[src/rtl/sigma_delta_decimator_if.sv]
// Bitstream-in / PCM-out bundle for sigma_delta_decimator.
// The master drives the modulator bits, and the slave (the decimator) returns the samples.
interface sigma_delta_decimator_if #(
  parameter int W = 16
);
  logic         din;
  logic         din_en;
  logic [W-1:0] dout;
  logic         dout_valid;

  modport master (output din, output din_en, input dout, input dout_valid);
  modport slave  (input din, input din_en, output dout, output dout_valid);
endinterface

[src/rtl/sigma_delta_decimator.sv]
// sinc^ORDER CIC decimator (ratio 2^LOG2R) turning a 1-bit delta-sigma stream into signed W-bit PCM.
// Output scaling rounds half-up when SIGMA_DELTA_DECIMATOR_ROUND_EN is defined, otherwise truncates.
module sigma_delta_decimator #(
  parameter int W     = 16,
  parameter int LOG2R = 6,
  parameter int ORDER = 3
) (
  input logic                    clk,
  input logic                    rst_n,
  sigma_delta_decimator_if.slave bus
);
  localparam int B  = ORDER * LOG2R + 2;
  localparam int S  = ORDER * LOG2R - (W - 1);
  localparam int SR = (S > 0) ? S - 1 : 0;
  localparam logic signed [B:0] MAXV = {{(B - W + 2){1'b0}}, {(W - 1){1'b1}}};
  localparam logic signed [B:0] MINV = {{(B - W + 2){1'b1}}, {(W - 1){1'b0}}};
`ifdef SIGMA_DELTA_DECIMATOR_ROUND_EN
  localparam logic signed [B:0] RND = (S > 0) ? ({{B{1'b0}}, 1'b1} << SR) : {(B + 1){1'b0}};
`else
  localparam logic signed [B:0] RND = {(B + 1){1'b0}};
`endif

  // Clamp the scaled comb output into the signed W-bit range
  function automatic logic [W-1:0] sat_fn(input logic signed [B:0] v);
    logic [W-1:0] res;
    if (v > MAXV) begin
      res = {1'b0, {(W - 1){1'b1}}};
    end else if (v < MINV) begin
      res = {1'b1, {(W - 1){1'b0}}};
    end else begin
      res = v[W-1:0];
    end
    return res;
  endfunction

  logic signed [B-1:0] r_integ [ORDER];
  logic signed [B-1:0] r_delay [ORDER];
  logic signed [B-1:0] w_cin   [ORDER];
  logic signed [B-1:0] w_x;
  logic signed [B-1:0] w_cout;
  logic signed [B:0]   w_sum;
  logic signed [B:0]   w_y;
  logic [LOG2R-1:0]    r_cnt;
  logic                r_samp;
  logic                r_valid;
  logic [W-1:0]        r_dout;

  // Input mapping, comb chain and output scaling
  always_comb begin
    logic signed [B-1:0] v_acc;
    w_x   = bus.din ? {{(B - 1){1'b0}}, 1'b1} : {B{1'b1}};
    v_acc = r_integ[ORDER-1];
    for (int k = 0; k < ORDER; k++) begin
      w_cin[k] = v_acc;
      v_acc    = v_acc - r_delay[k];
    end
    w_cout = v_acc;
    w_sum  = {w_cout[B-1], w_cout} + RND;
    w_y    = w_sum >>> S;
  end

  // Integrator chain; each stage accumulates the previous-cycle value of the stage before it
  always_ff @(posedge clk or negedge rst_n) begin
    if (!rst_n) begin
      for (int k = 0; k < ORDER; k++) begin
        r_integ[k] <= {B{1'b0}};
      end
    end else if (bus.din_en) begin
      r_integ[0] <= r_integ[0] + w_x;
      for (int k = 1; k < ORDER; k++) begin
        r_integ[k] <= r_integ[k] + r_integ[k-1];
      end
    end
  end

  // Decimation counter and one-cycle sample strobe
  always_ff @(posedge clk or negedge rst_n) begin
    if (!rst_n) begin
      r_cnt  <= {LOG2R{1'b0}};
      r_samp <= 1'b0;
    end else begin
      r_samp <= bus.din_en && (r_cnt == {LOG2R{1'b1}});
      if (bus.din_en) begin
        r_cnt <= r_cnt + LOG2R'(1);
      end
    end
  end

  // Comb delays and the registered, saturated output sample
  always_ff @(posedge clk or negedge rst_n) begin
    if (!rst_n) begin
      for (int k = 0; k < ORDER; k++) begin
        r_delay[k] <= {B{1'b0}};
      end
      r_dout  <= {W{1'b0}};
      r_valid <= 1'b0;
    end else begin
      r_valid <= r_samp;
      if (r_samp) begin
        for (int k = 0; k < ORDER; k++) begin
          r_delay[k] <= w_cin[k];
        end
        r_dout <= sat_fn(w_y);
      end
    end
  end

  assign bus.dout       = r_dout;
  assign bus.dout_valid = r_valid;
endmodule
[src/flat_wrapper.sv]
// flat-port wrapper written by rule: the top's interface ports become plain ports
module sigma_delta_decimator_flat 
#(
  parameter int W     = 16,
  parameter int LOG2R = 6,
  parameter int ORDER = 3
)
  (clk, rst_n, bus_din, bus_din_en, bus_dout, bus_dout_valid);
  sigma_delta_decimator_if #(.W(W)) bus_i ();
  input logic clk;
  input logic rst_n;
  input wire logic [$bits(bus_i.din)-1:0] bus_din;
  input wire logic [$bits(bus_i.din_en)-1:0] bus_din_en;
  output wire logic [$bits(bus_i.dout)-1:0] bus_dout;
  output wire logic [$bits(bus_i.dout_valid)-1:0] bus_dout_valid;
  assign bus_i.din = bus_din;
  assign bus_i.din_en = bus_din_en;
  assign bus_dout = bus_i.dout;
  assign bus_dout_valid = bus_i.dout_valid;
  sigma_delta_decimator #(.W(W), .LOG2R(LOG2R), .ORDER(ORDER)) u_core (.clk(clk), .rst_n(rst_n), .bus(bus_i));
endmodule
[config.mk]
export PLATFORM = sky130hd
export DESIGN_NAME = sigma_delta_decimator_flat
export DESIGN_NICKNAME = d
export VERILOG_FILES = /design/src/rtl/sigma_delta_decimator_if.sv /design/src/rtl/sigma_delta_decimator.sv /design/src/flat_wrapper.sv
export SDC_FILE = /design/constraint.sdc
export NUM_CORES = 1
export LEC_CHECK = 0
export BUFFER_PORTS_ARGS = -buffer_cell sky130_fd_sc_hd__buf_2
export CAP_MARGIN = 15
export CORE_ASPECT_RATIO = 0.7
export CORE_MARGIN = 2
export CORE_UTILIZATION = 45
export CTS_CLUSTER_DIAMETER = 30
export DETAILED_ROUTE_END_ITERATION = 7
export PLACE_DENSITY = 0.71
export SLEW_MARGIN = 20
export SYNTH_ARGS = -nofsm -noshare
export SYNTH_HDL_FRONTEND = slang
export SYNTH_SLANG_ARGS = --single-unit
[constraint.sdc]
create_clock -name clk -period 9.1 [get_ports clk]
set_clock_uncertainty 0.1 [all_clocks]
set_input_delay 0.91 -clock clk [delete_from_list [all_inputs] [get_ports clk]]
set_output_delay 0.91 -clock clk [all_outputs]
set_load 0.005 [all_outputs]
==> results of run 1 <==
-- worst min-delay path by stage --
stage	slack [ns]	end	start	cells after the start
floorplan	0.25	u_core.bus.dout_valid	u_core.r_samp	0
global route	0.40	u_core.r_cnt[5]	u_core.r_cnt[5]	1
CTS	0.37	u_core.r_cnt[5]	u_core.r_cnt[5]	1
global placement	0.37	u_core.r_cnt[5]	u_core.r_cnt[5]	1
finish	0.37	u_core.r_cnt[5]	u_core.r_cnt[5]	1
detailed placement	0.36	u_core.r_cnt[5]	u_core.r_cnt[5]	1
-- cell usage in the layout, fill, tap and decap left out, types with 5 or more instances in the layout --
master and instances:
a21oi_1 46, o21a_1 17, inv_1 94, fa_1 5, a21o_1 27, buf_2 19, xnor2_1 58, ha_1 113
a21boi_0 8, a311oi_1 5, clkbuf_16 17, a2111oi_0 5, o31ai_1 13, and3_1 10, a31o_2 6, nor2_1 90
or3_1 18, o21ai_0 94, nor3_1 40, nor2b_1 16, and2_1 5, nand2b_1 11, a31oi_1 9, o21bai_1 7
a211oi_1 12, mux2i_1 5, dfrtp_1 143, xor2_1 26, mux2_2 40, a311oi_2 10, nand3_1 33, nand2_1 114
or2_2 5
-- flip-flops by register name (all words and copies together) (netlist names) --
name                   count
u_core.r_delay            60
u_core.r_integ            60
u_core.r_cnt               6
u_core.bus.dout           16
u_core.r_samp              1
u_core.bus.dout_valid      1
-- layout make-up --
class                      instances  area (µm²)
fill                            2095       11200
clock inverter                    12         156
multi-input combinational        894        6380
sequential                       144        3610
tap                              312         390
inverter                          94         353
timing repair buffer              24         140
clock buffer                      20         467
-- per-layer routing --
layer,share of wire,up-vias
met4,0.011,0
met2,0.43,94
li1,-,4165
met5,0,-
met1,0.53,3855
met3,0.029,18
-- cells in the mapped netlist, types with 11 or more instances --
cell type | n | area (µm²)
nand2b_1 | 11 | 68.8
nor2b_1 | 16 | 100
xor2_1 | 26 | 228
o21a_1 | 17 | 128
nor3_1 | 40 | 200
a211oi_1 | 12 | 90.1
o31ai_1 | 13 | 97.6
or3_1 | 18 | 113
ha_1 | 113 | 1410
a21o_1 | 27 | 203
nand2_1 | 114 | 428
nor2_1 | 90 | 338
a21oi_1 | 46 | 230
nand3_1 | 33 | 165
mux2_2 | 40 | 450
inv_1 | 94 | 353
o21ai_0 | 94 | 470
clkbuf_1 | 20 | 75.1
xnor2_1 | 58 | 508
dfrtp_1 | 144 | 3600
-- through the flow --
stage / area (µm²) / utilization / worst slack, ns
2_1_floorplan: 10500 / - / 3.06
3_3_place_gp: 10900 / 0.478 / 2.14
3_5_place_dp: 10900 / 0.478 / 1.92
4_1_cts: 11500 / 0.506 / 1.89
5_1_grt: 11500 / 0.506 / 1.33
6_report: 11500 / 0.506 / 1.86
-- cell families (layout without fill, tap and decap cells) --
group | Yosys count | count (layout)
muxes | 46 | 46
adders and majority gates | 118 | 118
AOI/OAI and AO/OA | 291 | 291
DFF | 144 | 144
buffers and inverters | 123 | 150
xor gates and xnor gates | 84 | 84
and+or+nand+nor | 355 | 355
-- worst register-to-register path: cells and delay by family (launching register included) --
| kind | cells | cell delay (ns) |
|---|---|---|
| AOI/OAI and AO/OA | 14 | 3.42 |
| and+or+nand+nor | 7 | 1.51 |
| buffers and inverters | 2 | 0.14 |
| DFF | 1 | 0.40 |
| adders and majority gates | 4 | 1.27 |
| xor gates and xnor gates | 1 | 0.24 |
==> results.yml, run 1 <==
grt:
  grt_overflow: 0
  grt.total_usage: 0.180
  grt_pass1_wl_um: 36400
  met1_usage: 0.264
  met2_usage: 0.271
  grt_max_degree: 77
  first_global_vias: 7777
  top_usage_layer: "met2"
  grt_antenna_before_repair: 0
  grt_use_met3: 0.0322
logic_synthesis:
  synthXorXnorAreaFrac: 0.0703
  synth_mux_area_frac: 0.0493
  async_flop_share: 1.00
  synth_edf_count: 0
  synthSimpleGateAreaFrac: 0.156
  avgSynthCellArea_um2: 9.01
  ys_ff_latch: 144
  synth_warnings: 0
  synthFlopType: "dfrtp_1"
  yosys.area_share.adder: 0.145
  synth_compound_area_frac: 0.190
  syn_area_mm2: 0.0105
  yosysSeqAreaShare: 0.344
  syn_nets: 1283
  synth_cells: 1161
  yosysUniqueCellTypes: 62
  synth_top_family_by_area: "compound AO/OA/AOI/OAI gates"
outcome:
  outcome: "finished, final reports clean"
critical_path:
  reg2reg_depth: 28
  crit_path_top_delay_cell: "o31ai_1"
  crit_path_end: "u_core.bus.dout[3]"
  cpPeakStageDelay_ns: 0.59
  critPathLaunch: "u_core.r_integ[0]"
  worstPathMaxFanout: 15
  critical_path_class: "flop to flop"
  critical-path-top-delay-family: "compound AO/OA/AOI/OAI gates"
  r2r-start: "u_core.r_integ[0]"
  r2r_slack_ns: 1.86
  path_common_cell: "a21o_1"
  cp.depth: 28
  cp-start-kind: "flop"
  required_ns: 9.27
  arrival_ns: 7.41
  critical_path.endpoint_type: "flop"
  rr_endpoint: "u_core.bus.dout[3]"
  path_buf_inv: 2
timing:
  maxSlewHeadroom: 0.404
  fin_setup_tns_ns: 0
  min_period_ns: 7.24
  grt_setup_unrepaired: "no"
  slew_violations: 0
  fin_crit_sh: 0.796
  tightest_slew_ns: 0.871
  hold_viol: 0
  max_freq_ghz: 0.138
  whs_ns: 0.370
  setup-violations-final: 0
final_layout:
  nets: 1297
  area_delta_synth_final_pct: 9.92
  final_cells: 1500
  n_antenna_cell: 0
  drive_gt1_frac: 0.107
clock_network:
  clk_latency_ns: 0.43
  cts_buffer_depth: 2
  clk_pin_slew_ns: 0.06
  holdBufCountCts: 0
  post_cts_buffers: 0
  cts-buffers-inserted: 17
  post_cts_resize_count: 0
  cts_tree: "yes"
  cts.sinks: 144
  cts_root_buf: "clkbuf_16"
  ctsHtreeMaxLevel: 4
die:
  ioPinCount: 21
  die_w_um: 186
  start_util: 0.460
  die_y_um: 132
  std_cell_rows: 46
  die_area_mm2: 0.0245
  coreArea_mm2: 0.0227
detailed_routing:
  wl_per_cell_um: 13.8
  ant_nets: 0
  routed-via-count: 8132
  via_per_inst: 5.42
  drt-total-wl_um: 20700
  drc: 0
  drt_first_iter_violations: 464
  dr.pass1.iters: 5
placement:
  placed_cells: 1468
  dp_hpwl_um: 14600
  routabilityCongestion: 0.768
  io_buffers: 20
min_path:
  hp-class: "flop to flop"
job:
  max-cap-violations: 0
Power of run 1 is not shown: default switching activity piles up to over one toggle a cycle in this logic, so the estimate is an artifact.
==> run 2, diff against run 1 <==
clock period = 6.9 ns   (was 9.1 ns; I/O delays follow)
==> run 2 against run 1 <==
Compared with the run above:
- core utilization is 0.24 points higher
- sequential share of layout area shrank 0.15 points
- wire length decreased by 1.1%
- worst setup slack got worse by 1.5 ns
- cell count grew 0.13%
- count of clock-buffer cells in the layout is 1 lower
- non-clock buffer count up 3
- first-iteration DRC count up 14%
- critical endpoint unchanged
==> results.yml, run 2 (synthesized netlist as in run 1, its figures left out) <==
outcome:
  outcome: "finished, final reports clean"
timing:
  tightest_slew_ns: 1.04
  min_period_ns: 6.54
  fin_crit_sh: 0.947
  setup-violations-final: 0
  hold_viol: 0
  slew_violations: 0
  grt_setup_unrepaired: "no"
  whs_ns: 0.245
  fin_setup_tns_ns: 0
  maxSlewHeadroom: 0.305
  max_freq_ghz: 0.153
clock_network:
  cts-buffers-inserted: 17
  cts_tree: "yes"
  cts_root_buf: "clkbuf_16"
  clk_pin_slew_ns: 0.06
  cts.sinks: 144
  ctsHtreeMaxLevel: 4
  cts_buffer_depth: 2
  clk_latency_ns: 0.43
critical_path:
  required_ns: 7.09
  reg2reg_depth: 32
  r2r_slack_ns: 0.36
  arrival_ns: 6.72
  path_buf_inv: 4
  cp-start-kind: "flop"
  crit_path_top_delay_cell: "or4_1"
  critPathLaunch: "u_core.r_integ[0]"
  cpPeakStageDelay_ns: 0.49
  worstPathMaxFanout: 15
  critical_path_class: "flop to flop"
  critical-path-top-delay-family: "compound AO/OA/AOI/OAI gates"
  rr_endpoint: "u_core.bus.dout[3]"
  r2r-start: "u_core.r_integ[0]"
  critical_path.endpoint_type: "flop"
final_layout:
  area_delta_synth_final_pct: 10.4
  drive_gt1_frac: 0.112
  nets: 1300
  n_antenna_cell: 0
  final_area_mm2: 0.0116
  layout_common_cells: "dfrtp_1, nand2_1, ha_1"
  final_cells: 1502
  mostFrequentLayoutCell: "dfrtp_1"
job:
  max-cap-violations: 0
die:
  die_area_mm2: 0.0245
  std_cell_rows: 46
  die_w_um: 186
  die_y_um: 132
  ioPinCount: 21
  coreArea_mm2: 0.0227
  start_util: 0.460
grt:
  grt_overflow: 0
  grt_antenna_before_repair: 0
  grt.total_usage: 0.178
  grt_pass1_wl_um: 36400
  grt_max_degree: 115
  first_global_vias: 7750
detailed_routing:
  drt_first_iter_violations: 527
  ant_nets: 0
  via_per_inst: 5.36
  drc: 0
  dr.pass1.iters: 5
  wl_per_cell_um: 13.6
  drt-total-wl_um: 20500
  routed-via-count: 8049
placement:
  dp_hpwl_um: 14400
  routabilityCongestion: 0.805
  place_area_mm2: 0.0109
  placed_cells: 1471
  io_buffers: 20
min_path:
  hp-class: "primary input to async pin"
-- run 2: changes by cell type in the layout (fill, tap and decap cells not counted), moves of 2 or more --
cell,delta
a21boi_1,+2
o21ai_0,-2
a21boi_0,-2
a21oi_1,-2
buf_4,+3
a21oi_2,+2
clkinv_4,+2
-- run 2: worst register-to-register path: cells and delay by family (launching register included) --
| family | cells | cell delay (ns) |
|---|---|---|
| AOI/OAI and AO/OA | 14 | 2.68 |
| adders and majority gates | 4 | 1.22 |
| and+or+nand+nor | 8 | 1.09 |
| buffers and inverters | 4 | 0.52 |
| DFF | 1 | 0.40 |
| xor gates and xnor gates | 2 | 0.39 |
-- run 2: layout make-up --
| cell class | count | area, µm² |
|---|---|---|
| repair buffers | 27 | 163 |
| flip-flops and latches | 144 | 3610 |
| clock inverters | 12 | 183 |
| inverters | 94 | 353 |
| clock buffers | 19 | 453 |
| fillers | 2070 | 11200 |
| well taps | 312 | 390 |
| multi-input cells | 894 | 6400 |
-- run 2: layer usage --
| layer | vias to the layer above | routed length, µm | track usage |
|---|---|---|---|
| met1 | 3775 | 11200 | 0.272 |
| li1 | 4170 | - | - |
| met2 | 85 | 8560 | 0.258 |
| met5 | - | 0 | 0 |
| met3 | 19 | 502 | 0.0274 |
| met4 | 0 | 247 | 0.0534 |
-- run 2: worst max path at each step --
stage | end | slack [ns] | cells past startpoint
2_1_floorplan | u_core.bus.dout[10] | 0.86 | 29
3_3_place_gp | u_core.bus.dout[14] | 0.47 | 29
3_5_place_dp | u_core.bus.dout[3] | 0.12 | 31
4_1_cts | u_core.bus.dout[3] | 0.02 | 31
5_1_grt | u_core.bus.dout[1] | 0.02 | 28
6_report | u_core.bus.dout[3] | 0.36 | 32
-- run 2: timing repair --
item,4_1_cts,5_1_grt
setup buffers,0,0
setup endpoints to repair,0,16
hold buffers,0,0
resized for setup,0,9
-- run 2: metrics by stage --
| step | util | worst slack [ns] |
|---|---|---|
| floorplan | - | 0.857 |
| global placement | 0.479 | 0.471 |
| detailed placement | 0.479 | 0.124 |
| CTS | 0.507 | 0.0181 |
| global route | 0.508 | 0.0244 |
| finish | 0.508 | 0.364 |
Power of run 2 is left out for the same reason.
